===== config.mk =====
export PLATFORM = sky130hd
export DESIGN_NAME = wrr_pop_scheduler
export DESIGN_NICKNAME = d
export VERILOG_FILES = /design/src/rtl/wrr_pkg.sv /design/src/rtl/wrr_slot_select.sv /design/src/rtl/wrr_pop_scheduler.sv
export SDC_FILE = /design/constraint.sdc
export NUM_CORES = 1
export LEC_CHECK = 0
export CAP_MARGIN = 10
export CORE_ASPECT_RATIO = 0.75
export CORE_MARGIN = 2
export CORE_UTILIZATION = 49
export DETAILED_ROUTE_END_ITERATION = 10
export GPL_TIMING_DRIVEN = 0
export MAX_ROUTING_LAYER = met4
export PLACE_DENSITY = 0.86
export RECOVER_POWER = 25
export SLEW_MARGIN = 10
export SYNTH_ARGS = -nofsm -noshare
export SYNTH_HDL_FRONTEND = slang
export SYNTH_SLANG_ARGS = --single-unit

===== constraint.sdc =====
create_clock -name clk -period 10 [get_ports clk]
set_input_delay 2 -clock clk [delete_from_list [all_inputs] [get_ports clk]]
set_output_delay 2 -clock clk [all_outputs]
set_load 0.01 [all_outputs]

===== src/rtl/wrr_pkg.sv =====
// wrr_pkg -- shared constants for the weighted round-robin pop scheduler.
//   - FSM state encoding (IDLE=0, WAIT=1, SEND=2)
//   - default parameter values used by wrr_pop_scheduler / wrr_slot_select
package wrr_pkg;

   localparam int DEF_QUEUE_QUANTITY = 4;
   localparam int DEF_DATA_BITS      = 8;
   localparam int DEF_MAX_WEIGHT     = 64;
   localparam int DEF_TABLE_SIZE     = 8;

   localparam logic [1:0] ST_IDLE = 2'd0;
   localparam logic [1:0] ST_WAIT = 2'd1;
   localparam logic [1:0] ST_SEND = 2'd2;

endpackage


===== src/rtl/wrr_slot_select.sv =====
// wrr_slot_select -- combinational slot search for the WRR scheduler.
// A slot is eligible when its queue is non-empty and has non-zero weight.
// Build option: WRR_WORK_CONSERVING_EN
//   undefined : only the slot at ptr is examined (sel_slot = ptr)
//   defined   : first eligible slot at or after ptr, wrapping
// Ports:
//   ptr       in  current slot pointer
//   tabla     in  slot -> queue table (QB bits per slot)
//   pesos     in  per-queue weights (WB bits per queue)
//   buf_empty in  per-queue FIFO empty flags
//   sel_slot  out selected slot
//   sel_queue out queue index of the selected slot
//   hit       out selected slot is eligible
module wrr_slot_select #(
   parameter int QUEUE_QUANTITY = 4,
   parameter int TABLE_SIZE     = 8,
   parameter int WB             = 6,
   parameter int QB             = 2,
   parameter int PB             = 3
) (
   input  logic [PB-1:0]                ptr,
   input  logic [TABLE_SIZE*QB-1:0]     tabla,
   input  logic [QUEUE_QUANTITY*WB-1:0] pesos,
   input  logic [QUEUE_QUANTITY-1:0]    buf_empty,
   output logic [PB-1:0]                sel_slot,
   output logic [QB-1:0]                sel_queue,
   output logic                         hit
);

   logic [TABLE_SIZE-1:0] elig;

   for (genvar s = 0; s < TABLE_SIZE; s++) begin : g_slot
      logic [QB-1:0] q;
      assign q       = tabla[s*QB +: QB];
      assign elig[s] = ~buf_empty[q] & (pesos[q*WB +: WB] != '0);
   end

`ifdef WRR_WORK_CONSERVING_EN
   // Scan from farthest to nearest so the nearest eligible slot wins.
   always_comb begin
      int idx;
      idx      = 0;
      sel_slot = ptr;
      hit      = 1'b0;
      for (int k = TABLE_SIZE - 1; k >= 0; k--) begin
         idx = int'(ptr) + k;
         if (idx >= TABLE_SIZE) idx = idx - TABLE_SIZE;
         if (elig[idx]) begin
            sel_slot = PB'(idx);
            hit      = 1'b1;
         end
      end
   end
`else
   assign sel_slot = ptr;
   assign hit      = elig[ptr];
`endif

   assign sel_queue = tabla[sel_slot*QB +: QB];

endmodule


===== src/rtl/wrr_pop_scheduler.sv =====
// wrr_pop_scheduler -- weighted round-robin reader over QUEUE_QUANTITY FIFOs.
// A table of TABLE_SIZE slots names a queue per slot; each slot is served
// pesos[q] times before the pointer moves on. FIFO read latency is 1 cycle;
// at most one word is in flight, so peak rate is one word per 2 cycles.
// Build option: WRR_WORK_CONSERVING_EN (skip ineligible slots without idling).
// Ports:
//   clk, rst   clock, synchronous active-high reset
//   enb        scheduler enable (0 freezes everything, pop=0)
//   pesos      per-queue weight, queue n at [(n+1)*WB-1:n*WB]
//   tabla      per-slot queue index, slot s at [(s+1)*QB-1:s*QB]
//   buf_empty  per-FIFO empty
//   fifo_data  per-FIFO registered read data
//   pop        one-hot FIFO read strobe
//   out_data / out_valid / out_queue / out_ready  output handshake
module wrr_pop_scheduler
   import wrr_pkg::*;
#(
   parameter int  QUEUE_QUANTITY = DEF_QUEUE_QUANTITY,
   parameter int  DATA_BITS      = DEF_DATA_BITS,
   parameter int  MAX_WEIGHT     = DEF_MAX_WEIGHT,
   parameter int  TABLE_SIZE     = DEF_TABLE_SIZE,
   localparam int WB = $clog2(MAX_WEIGHT),
   localparam int QB = (QUEUE_QUANTITY > 1) ? $clog2(QUEUE_QUANTITY) : 1
) (
   input  logic                                clk,
   input  logic                                rst,
   input  logic                                enb,
   input  logic [QUEUE_QUANTITY*WB-1:0]        pesos,
   input  logic [TABLE_SIZE*QB-1:0]            tabla,
   input  logic [QUEUE_QUANTITY-1:0]           buf_empty,
   input  logic [QUEUE_QUANTITY*DATA_BITS-1:0] fifo_data,
   output logic [QUEUE_QUANTITY-1:0]           pop,
   output logic [DATA_BITS-1:0]                out_data,
   output logic                                out_valid,
   output logic [QB-1:0]                       out_queue,
   input  logic                                out_ready
);

   localparam int PB = (TABLE_SIZE > 1) ? $clog2(TABLE_SIZE) : 1;

   logic [1:0]    state;
   logic [PB-1:0] ptr;
   logic [WB-1:0] cred;
   logic [QB-1:0] pend_q;

   logic [PB-1:0] sel_slot, nxt_slot;
   logic [QB-1:0] sel_queue, nxt_q, q0;
   logic          hit, xfer, try_pop;
   logic [WB-1:0] sel_w, nxt_w, w0, eff_cred;

   wrr_slot_select #(
      .QUEUE_QUANTITY(QUEUE_QUANTITY), .TABLE_SIZE(TABLE_SIZE),
      .WB(WB), .QB(QB), .PB(PB)
   ) u_sel (
      .ptr(ptr), .tabla(tabla), .pesos(pesos), .buf_empty(buf_empty),
      .sel_slot(sel_slot), .sel_queue(sel_queue), .hit(hit)
   );

   assign xfer    = (state == ST_SEND) && out_valid && out_ready;
   assign try_pop = enb && hit && ((state == ST_IDLE) || xfer);

   // Staying on the current slot keeps its running credit; landing on a new
   // slot (work-conserving jump) enters it fresh with its current weight.
   assign sel_w    = pesos[sel_queue*WB +: WB];
   assign eff_cred = (sel_slot == ptr) ? cred : sel_w - 1'b1;

   assign nxt_slot = (sel_slot == PB'(TABLE_SIZE - 1)) ? '0 : sel_slot + 1'b1;
   assign nxt_q    = tabla[nxt_slot*QB +: QB];
   assign nxt_w    = pesos[nxt_q*WB +: WB];

   assign q0 = tabla[QB-1:0];
   assign w0 = pesos[q0*WB +: WB];

   always_comb begin
      pop = '0;
      if (try_pop && !rst) pop[sel_queue] = 1'b1;
   end

   always_ff @(posedge clk) begin
      if (rst) begin
         state     <= ST_IDLE;
         ptr       <= '0;
         cred      <= w0 - 1'b1;
         pend_q    <= '0;
         out_valid <= 1'b0;
         out_data  <= '0;
         out_queue <= '0;
      end else if (enb) begin
         if (try_pop) begin
            pend_q <= sel_queue;
            if (eff_cred == '0) begin
               ptr  <= nxt_slot;
               cred <= nxt_w - 1'b1;
            end else begin
               ptr  <= sel_slot;
               cred <= eff_cred - 1'b1;
            end
         end
`ifndef WRR_WORK_CONSERVING_EN
         // Ineligible slot while idle: burn this cycle, then move on.
         else if (state == ST_IDLE) begin
            ptr  <= nxt_slot;
            cred <= nxt_w - 1'b1;
         end
`endif
         case (state)
            ST_IDLE: if (hit) state <= ST_WAIT;
            ST_WAIT: begin
               out_data  <= fifo_data[pend_q*DATA_BITS +: DATA_BITS];
               out_queue <= pend_q;
               out_valid <= 1'b1;
               state     <= ST_SEND;
            end
            ST_SEND: if (xfer) begin
               out_valid <= 1'b0;
               state     <= hit ? ST_WAIT : ST_IDLE;
            end
            default: state <= ST_IDLE;
         endcase
      end
   end

endmodule


# Word-level counts from Yosys, hierarchy flattened
# Cells that the tools add are included.
[totals] input_bits=80 wordCells=129 out_inout_bits=15 register_bits=24
[classes] n_mul=9 mux=36 shifts=12 n_reduce_logical=28 n_eq_ne=6 add_sub_neg=4 n_lt_le_gt_ge=11 bitwise=16
[op_table] cell="variable part select 24 x 6 -> 6 bit" n=9
[op_table] cell="nonzero test 6 bit" n=8
[op_table] cell="multiplier 2 x 2 -> 4 bit, second input constant" n=9
[op_table] cell="variable part select 16 x 5 -> 2 bit" n=2
[op_table] cell="variable part select 32 x 6 -> 8 bit" n=1
[op_table] cell="2-to-1 mux 6 bit" n=5
[op_table] cell="< comparator 2 x 3 -> 1 bit, second input constant" n=9
[op_table] cell="subtractor 6 x 1 -> 6 bit, second input constant" n=3
[op_table] cell="binary-select mux 1 bit (select 2 bit)" n=8
[op_table] cell="2-to-1 mux 1 bit" n=12
[op_table] cell="2-to-1 mux 3 bit" n=4
[op_table] cell="AND reduction 3 bit" n=3
[op_table] cell="AND 1 bit" n=8
[op_table] cell="NOT 1 bit" n=8
[op_table] cell="logical AND 1 bit" n=6
[op_table] cell="logical NOT 6 bit" n=1
[op_table] cell="one-hot mux 2 bit (3 select lines)" n=1
[op_table] cell="AND reduction 2 bit" n=3
[op_table] cell="nonzero test 2 bit" n=3
[op_table] cell="< comparator 3 x 4 -> 1 bit, second input constant" n=1
[op_table] cell="2-to-1 mux 2 bit" n=2
[op_table] cell="2-to-1 mux 4 bit" n=1
[op_table] cell="!= test 2 bit, second input constant" n=2
[op_table] cell="adder 3 x 1 -> 3 bit, second input constant" n=1
[op_table] cell="12 further kinds" n=12

# Logic depth before layout (Yosys ltp)
# Gate-level depths: netlist (run 1).
[depth] depth_word=11 ltp_mapped=13 depth_no_buf=13

# Hierarchy
# A second synthesis (run 1) with hierarchy kept.
[hier_totals] cells_unflattened=339 hier_area_um2=3115.5
[by_module_without_submodules] mod="wrr_pop_scheduler" seq_area_each_um2=540.5 n_inst=1 area_per_inst_um2=2472.4 cells_each=254
[by_module_without_submodules] mod="wrr_slot_select" seq_area_each_um2=0.0 n_inst=1 area_per_inst_um2=643.1 cells_each=85

# Least setup slack after synthesis (run 1)
# No wires, ideal clock.
[synth_timing] path_type="input to output" from="in tabla[0]" to="out pop[3]" path_buffers=2 setup_slack_ns=3.530 cell_stages=12 required_time_ns=8.000 t_arrival_ns=4.470 cell_sequence="buf_2 -> mux4_1 -> inv_1 -> ha_1 -> nor3b_2 -> a21oi_1 -> a2111o_1 -> nor3_4 -> nand2b_1 -> clkbuf_2 -> or2_1 -> nor3b_1"
[synth_via] elab_chain_len=10
[synth_lines] item="start, declared" line_no="wrr_pop_scheduler.sv:29" source="input logic [TABLE_SIZE*QB-1:0] tabla,"
[synth_lines] item="multiplier 2 x 2 -> 4 bit / binary-select mux 1 bit (select 2 bit) (equally long branches)" line_no="wrr_slot_select.sv:35" source="assign elig[s] = ~buf_empty[q] & (pesos[q*WB +: WB] != '0);"
[synth_lines] item="variable part select 24 x 6 -> 6 bit / 2-to-1 mux 1 bit (equally long branches)" line_no="wrr_slot_select.sv:35"
[synth_lines] item="nonzero test 6 bit / NOT 1 bit (equally long branches)" line_no="wrr_slot_select.sv:35"
[synth_lines] item="AND 1 bit" line_no="wrr_slot_select.sv:35"
[synth_lines] item="binary-select mux 1 bit (select 3 bit)" line_no="wrr_slot_select.sv:56" source="assign hit = elig[ptr];"
[synth_lines] item="2-to-1 mux 1 bit (implied by the code)" line_no="wrr_slot_select.sv:56"
[synth_lines] item="logical AND 1 bit (2 in series)" line_no="wrr_pop_scheduler.sv:60" source="assign try_pop = enb && hit && ((state == ST_IDLE) || xfer);"
[synth_lines] item="logical AND 1 bit" line_no="wrr_pop_scheduler.sv:76" source="if (try_pop && !rst) pop[sel_queue] = 1'b1;"
[synth_lines] item="2-to-1 mux 4 bit *" line_no="wrr_pop_scheduler.sv:76"
[synth_lines] item="end, declared" line_no="wrr_pop_scheduler.sv:32" source="output logic [QUEUE_QUANTITY-1:0] pop,"
# Mark *: on every way between the ends. The rest lies on a longest branch, timed or not. The select of a mux whose other input is x is not followed.

# Worst setup path in the final report (run 1)
[layout_timing] from="in pesos[13]" to="out pop[2]"
[layout_via] elab_chain_len=9
[layout_lines] item="start, declared" line_no="wrr_pop_scheduler.sv:28" source="input logic [QUEUE_QUANTITY*WB-1:0] pesos,"
[layout_lines] item="variable part select 24 x 6 -> 6 bit" line_no="wrr_slot_select.sv:35"
[layout_lines] item="nonzero test 6 bit" line_no="wrr_slot_select.sv:35"
[layout_lines] item="AND 1 bit" line_no="wrr_slot_select.sv:35"
[layout_lines] item="binary-select mux 1 bit (select 3 bit) *" line_no="wrr_slot_select.sv:56"
[layout_lines] item="2-to-1 mux 1 bit (implied by the code) *" line_no="wrr_slot_select.sv:56"
[layout_lines] item="logical AND 1 bit * (2 in series)" line_no="wrr_pop_scheduler.sv:60"
[layout_lines] item="logical AND 1 bit *" line_no="wrr_pop_scheduler.sv:76"
[layout_lines] item="2-to-1 mux 4 bit *" line_no="wrr_pop_scheduler.sv:76"
# Marked as above.

==> results.json, run 1 <==
{
  "cts.repair.resized": 0,
  "max_stage_delay_ps": 570,
  "vias_per_cell": 5.980,
  "drive_above_1_share_pct": 10.70,
  "fin_skew_ps": 3.770,
  "relSlewSlack_pct": 50.51,
  "slew_viol_final": 0,
  "routedWlPerCell_um": 16.26,
  "cellLeakagePower_nw": 1.383,
  "num-nets-final": 461,
  "synth_edf_count": 6,
  "hpwlAfterDp_um": 5958,
  "port_buffers": 92,
  "die-area_um2": 5991,
  "syn_to_final_growth_pct": 40.56,
  "fin_tns_setup_ps": 0,
  "ir_worst_vdd_uv": 50.99,
  "synth_cell_types": 62,
  "drt_pre_antenna_iters": 4,
  "antenna_found_initial": 0,
  "clk_pin_slew_ps": 80,
  "finalSetupViolations": 0,
  "synth_compound_area_share_pct": 14.52,
  "maxCapViolations": 0,
  "regToRegSetupSlack_ps": 5940,
  "grt_pass1_wl_um": 11590,
  "r2r_end": "cred[4]",
  "cts-root-buf": "clkbuf_8",
  "synth_fp_nets": 364,
  "initial_core_util_pct": 50.08,
  "min_to": "out_queue[1]",
  "ys_ff_latch": 24,
  "synth_top_area_share_pct": 13.66,
  "hold_class": "flip-flop to flip-flop",
  "yosysSeqAreaShare_pct": 20.49,
  "path_common_cell": "clkdlybuf4s50_1",
  "timing.final.crit_share_pct": 74.55,
  "grt_max_degree": 14,
  "reg2regPathDepth": 13,
  "cpMaxStageDelayCell": "mux4_1",
  "track_usage_pct": 25.33,
  "rsz0062_at_grt": "no",
  "crit_fanout": 6,
  "insertion_delay_ps": 270,
  "grtUsageMet1_pct": 33.18,
  "synth_area_leaders": "dfxtp_1 (14%), mux4_1 (13%), mux4_2 (11%)",
  "hold_viol_final": 0,
  "ant_nets": 0,
  "synth-simple-area-share_pct": 21.39,
  "num_vias": 2685,
  "start_kind": "input port",
  "antenna_cells": 0,
  "synth-xor-area-share_pct": 3.653,
  "die_x_um": 88.72,
  "path_cells": "clkdlybuf4s50_1, mux4_1, inv_1, ha_1, nor3b_2, a21oi_1, a2111o_1, nor3_4, nand2b_1, clkbuf_2, or2_1, nor3b_1, clkdlybuf4s50_1",
  "fmax_ghz": 0.1341,
  "gp_congestion": 0.9791,
  "synth_area_um2": 2638,
  "htree_levels": 1,
  "drt_wl_total_um": 7299,
  "ios": 95,
  "finalCriticalPeriod_ps": 7455,
  "grt.overflow.total": 0,
  "tightest_slew_ps": 742.4,
  "clock_sinks": 24,
  "avgSynthCellArea_um2": 9.488,
  "critical_path_class": "input port to output pin",
  "hold_buffers": 0,
  "async_flop_share_pct": 0,
  "synthCells": 278,
  "holdPathStages": 2,
  "drc_errors": 0,
  "rows": 23,
  "cts_buffer_depth": 2,
  "synth_flop_cell": "dfxtp_1",
  "crit_required_ps": 8000,
  "p_per_area_nw_per_um2": 114.1,
  "tritoncts": "yes",
  "rr_startpoint": "ptr[0]",
  "globalRouteMet3Util_pct": 2.567,
  "cts_setup_buffers": 0,
  "cts_buffers": 3,
  "synth_fa_ha_area_share_pct": 2.846,
  "synth_top_family_by_area": "multiplexers",
  "yosysWarnings": 0,
  "end_kind": "output pin",
  "yosys.area.top_type": "dfxtp_1",
  "grt_busiest_layer": "met2",
  "die_y_um": 67.54,
  "status": "complete, no violations",
  "power_uw": 423.0,
  "hold_start": "out_queue[1]",
  "synthMuxAreaShare_pct": 32.26,
  "core_area_um2": 5266,
  "crit_arrival_ps": 5460,
  "use_met2_pct": 41.70,
  "drtIter0Drc": 122,
  "grt_pass1_vias": 2565,
  "holdWs_ps": 458.0
}
[worst max-delay path, delay by kind of cell]
kind,cells,cell delay (ps)
buf+inv,4,1200
simple gates,5,960
mux,1,570
compound gates,2,550
fa+ha+maj,1,170
[cell usage after synthesis (all sizes together) (6+ instances only)]
| cell type | instances |
|---|---|
| inv | 15 |
| nor2 | 18 |
| a21oi | 26 |
| mux4 | 26 |
| xor2 | 6 |
| nor3 | 12 |
| dfxtp | 18 |
| nor3b | 6 |
| mux2i | 16 |
| o21ai | 6 |
| edfxtp | 6 |
| nand2 | 34 |
| ha | 6 |
| clkbuf | 10 |
[power by group]
group	internal [mW]	switching, mW
clock	0.0352	0.0303
sequential	0.116	0.0119
combinational	0.121	0.108
total	0.273	0.150
[sequential cells by signal (all words and copies together), names as in the netlist]
name,count
cred,6
out_data,8
out_queue,2
out_valid,1
pend_q,2
ptr,3
state,2
[cell usage in the layout (no fill, tap or decap), types with 5 or more instances in the layout]
cell	instances
a21oi_1	26
clkbuf_1	9
clkdlybuf4s50_1	81
dfxtp_1	18
dlygate4sd3_1	11
edfxtp_1	6
ha_1	6
inv_1	15
mux2_2	5
mux2i_1	16
mux4_1	13
mux4_2	13
nand2_1	34
nor2_1	18
nor3_1	10
nor4_1	5
o21ai_0	6
xnor2_1	5
xor2_1	6
[per-layer routing]
layer | part of all wire (%) | up-vias | wire length, um
met4 | 1.5 | 0 | 112
met5 | 0 | - | 0
li1 | - | 1275 | -
met2 | 47 | 129 | 3459
met1 | 43 | 1271 | 3173
met3 | 7.6 | 10 | 553
[through the flow]
step | setup WS [ps] | util (%) | cells | instance area, um2
after global routing | 2375 | 70.40 | 449 | 3707
final | 2545 | 70.40 | 449 | 3707
after detailed placement | 2544 | 69.35 | 445 | 3652
after global placement | 2622 | 69.35 | 445 | 3652
after CTS | 2534 | 70.40 | 449 | 3707
after floorplan | 3530 | - | 278 | 2638
[area by class of cell]
class | instances | area, um2
multi-input combinational | 224 | 1969
inverter | 15 | 56.30
sequential | 24 | 540.5
timing repair buffer | 92 | 920.9
buffer | 15 | 71.32
clock buffer | 4 | 55.05
fill | 411 | 1559
tap | 75 | 93.84
[kinds of logic after synthesis]
kind of cell	after synthesis
buffers and inverters	30
XOR/XNOR	11
AND/OR/NAND/NOR	102
adder cells (fa/ha/maj)	6
flip-flops	24
multiplexers	47
AO/OA/AOI/OAI	58
[worst max-delay path by stage]
stage,from,end,slack [ps],depth (start not counted)
after global routing,pesos[12],pop[3],2370,13
after detailed placement,pesos[13],pop[2],2540,13
after CTS,pesos[13],pop[2],2530,13
after global placement,pesos[12],pop[3],2620,13
final,pesos[13],pop[2],2540,13
after floorplan,tabla[0],pop[3],3530,12
(Power assumes the default switching activity.)
==> run 2: changes to the inputs <==
- CORE_UTILIZATION: 49 -> 41
- PLACE_DENSITY: 0.86 -> 0.76
- clock period: 10 -> 6.55 ns (I/O delays scaled with it)
==> run 2 against run 1 <==
Against the previous run:
- critical path depth unchanged
- routed wire length decreased by 0.74%
- sequential share of layout area decreased by 0.073 points
- global-route usage decreased by 4.9 points
- die area increased by 18%
- first-iteration DRC count decreased by 13%
- register-to-register slack got worse by 3500 ps
- cell area increased by 0.51%
- critical path type unchanged
- critical endpoint unchanged
==> results.json, run 2 (synthesis results as in run 1) <==
{
  "rr_startpoint": "ptr[0]",
  "drtIter0Drc": 106,
  "layout_common_cells": "clkdlybuf4s50_1 (81), nand2_1 (34), a21oi_1 (26)",
  "port_buffers": 92,
  "hold_viol_final": 0,
  "drc_errors": 0,
  "cts.repair.resized": 0,
  "grt_pass1_vias": 2564,
  "cts_buffers": 3,
  "timing.final.crit_share_pct": 93.05,
  "fmax_ghz": 0.1641,
  "crit_required_ps": 5240,
  "routedWlPerCell_um": 15.92,
  "cp-startpoint": "pesos[12]",
  "drt_wl_total_um": 7245,
  "tritoncts": "yes",
  "cellLeakagePower_nw": 1.385,
  "rsz0062_at_grt": "no",
  "cts_buffer_depth": 2,
  "finalCriticalPeriod_ps": 6095,
  "regMostFlops": "out_data",
  "grt.overflow.total": 0,
  "htree_levels": 1,
  "maxCapViolations": 0,
  "slew_viol_final": 0,
  "crit_arrival_ps": 4780,
  "hold_buffers": 0,
  "hold_class": "flip-flop to flip-flop",
  "tightest_slew_ps": 726.3,
  "core_area_um2": 6256,
  "cp-endpoint": "pop[2]",
  "largest_reg_flops": 8,
  "die_y_um": 73.46,
  "num-nets-final": 461,
  "end_kind": "output pin",
  "reg_top3": "out_data: 8 flops, cred: 6 flops, ptr: 3 flops",
  "p_per_area_nw_per_um2": 177.0,
  "syn_to_final_growth_pct": 41.27,
  "antenna_cells": 0,
  "final_common_cell": "clkdlybuf4s50_1",
  "drt_pre_antenna_iters": 4,
  "gp_congestion": 0.9075,
  "ant_nets": 0,
  "cts_setup_buffers": 0,
  "holdPathStages": 2,
  "initial_core_util_pct": 42.16,
  "status": "complete, no violations",
  "start_kind": "input port",
  "fin_skew_ps": 2.197,
  "grt_max_degree": 15,
  "num_vias": 2624,
  "grt_pass1_wl_um": 11770,
  "relSlewSlack_pct": 51.58,
  "dp_cells": 451,
  "antenna_found_initial": 0,
  "crit_fanout": 6,
  "insertion_delay_ps": 270,
  "clock_sinks": 24,
  "clk_pin_slew_ps": 80,
  "critical_path_class": "input port to output pin",
  "vias_per_cell": 5.767,
  "ir_worst_vdd_uv": 88.33,
  "drive_above_1_share_pct": 10.70,
  "ios": 95,
  "rows": 25,
  "r2r_end": "cred[4]",
  "regToRegSetupSlack_ps": 2470,
  "instances_no_fill": 455,
  "hpwlAfterDp_um": 5932,
  "die_x_um": 96.62,
  "finalSetupViolations": 0,
  "die-area_um2": 7097,
  "track_usage_pct": 20.41,
  "cts-root-buf": "clkbuf_8",
  "fin_tns_setup_ps": 0,
  "reg2regPathDepth": 13
}
[run 2: cell counts in the layout (fill, tap and decap cells not counted)]
No cell type changed its count.
[run 2: layer usage]
metal,vias up,global-route usage [%],wire (um)
met1,1236,27.61,3397
met3,4,3.330,487
li1,1278,-,-
met2,106,32.72,3325
met5,-,-,0
met4,0,4.538,35
[run 2: power breakdown]
group / switching, mW / internal, mW / leakage [nW]
clock: 0.0490 / 0.0664 / 0.0339
combinational: 0.162 / 0.185 / 1.14
sequential: 0.0185 / 0.178 / 0.207
[run 2: stage by stage]
step	hold slack, ps	power (mW)	setup slack (ps)	utilization [%]	instance area [um2]
2_1_floorplan	470.0	0.4293	1460	-	2638
3_3_place_gp	442.8	0.5381	525.0	58.50	3660
3_5_place_dp	447.3	0.5495	481.7	58.50	3660
4_1_cts	459.4	0.6636	467.4	59.56	3726
5_1_grt	479.4	0.7045	270.1	59.56	3726
6_report	454.8	0.6594	455.0	59.56	3726
[run 2: critical path, stage by stage]
cell and delay (ps):
clkdlybuf4s50_1 460, mux4_1 530, inv_1 110, ha_1 190
nor3b_2 260, a21oi_1 110, a2111o_1 430, nor3_4 310
nand2b_1 150, clkbuf_2 190, or2_1 190, nor3b_1 70
clkdlybuf4s50_1 480
[run 2: layout make-up]
class | instances | area (um2)
inverter | 15 | 56.30
fill | 541 | 2530
tap | 81 | 101.3
multi-input combinational | 224 | 1969
clock buffer | 4 | 66.31
buffer | 15 | 71.32
sequential | 24 | 540.5
timing repair buffer | 92 | 920.9
[run 2: worst min-delay path by stage]
stage             endpoint         from
3_3_place_gp   out_data[1]  out_data[1]
3_5_place_dp   out_data[1]  out_data[1]
2_1_floorplan     state[0]     state[0]
5_1_grt        out_data[1]  out_data[1]
4_1_cts        out_data[1]  out_data[1]
6_report       out_data[4]  out_data[4]
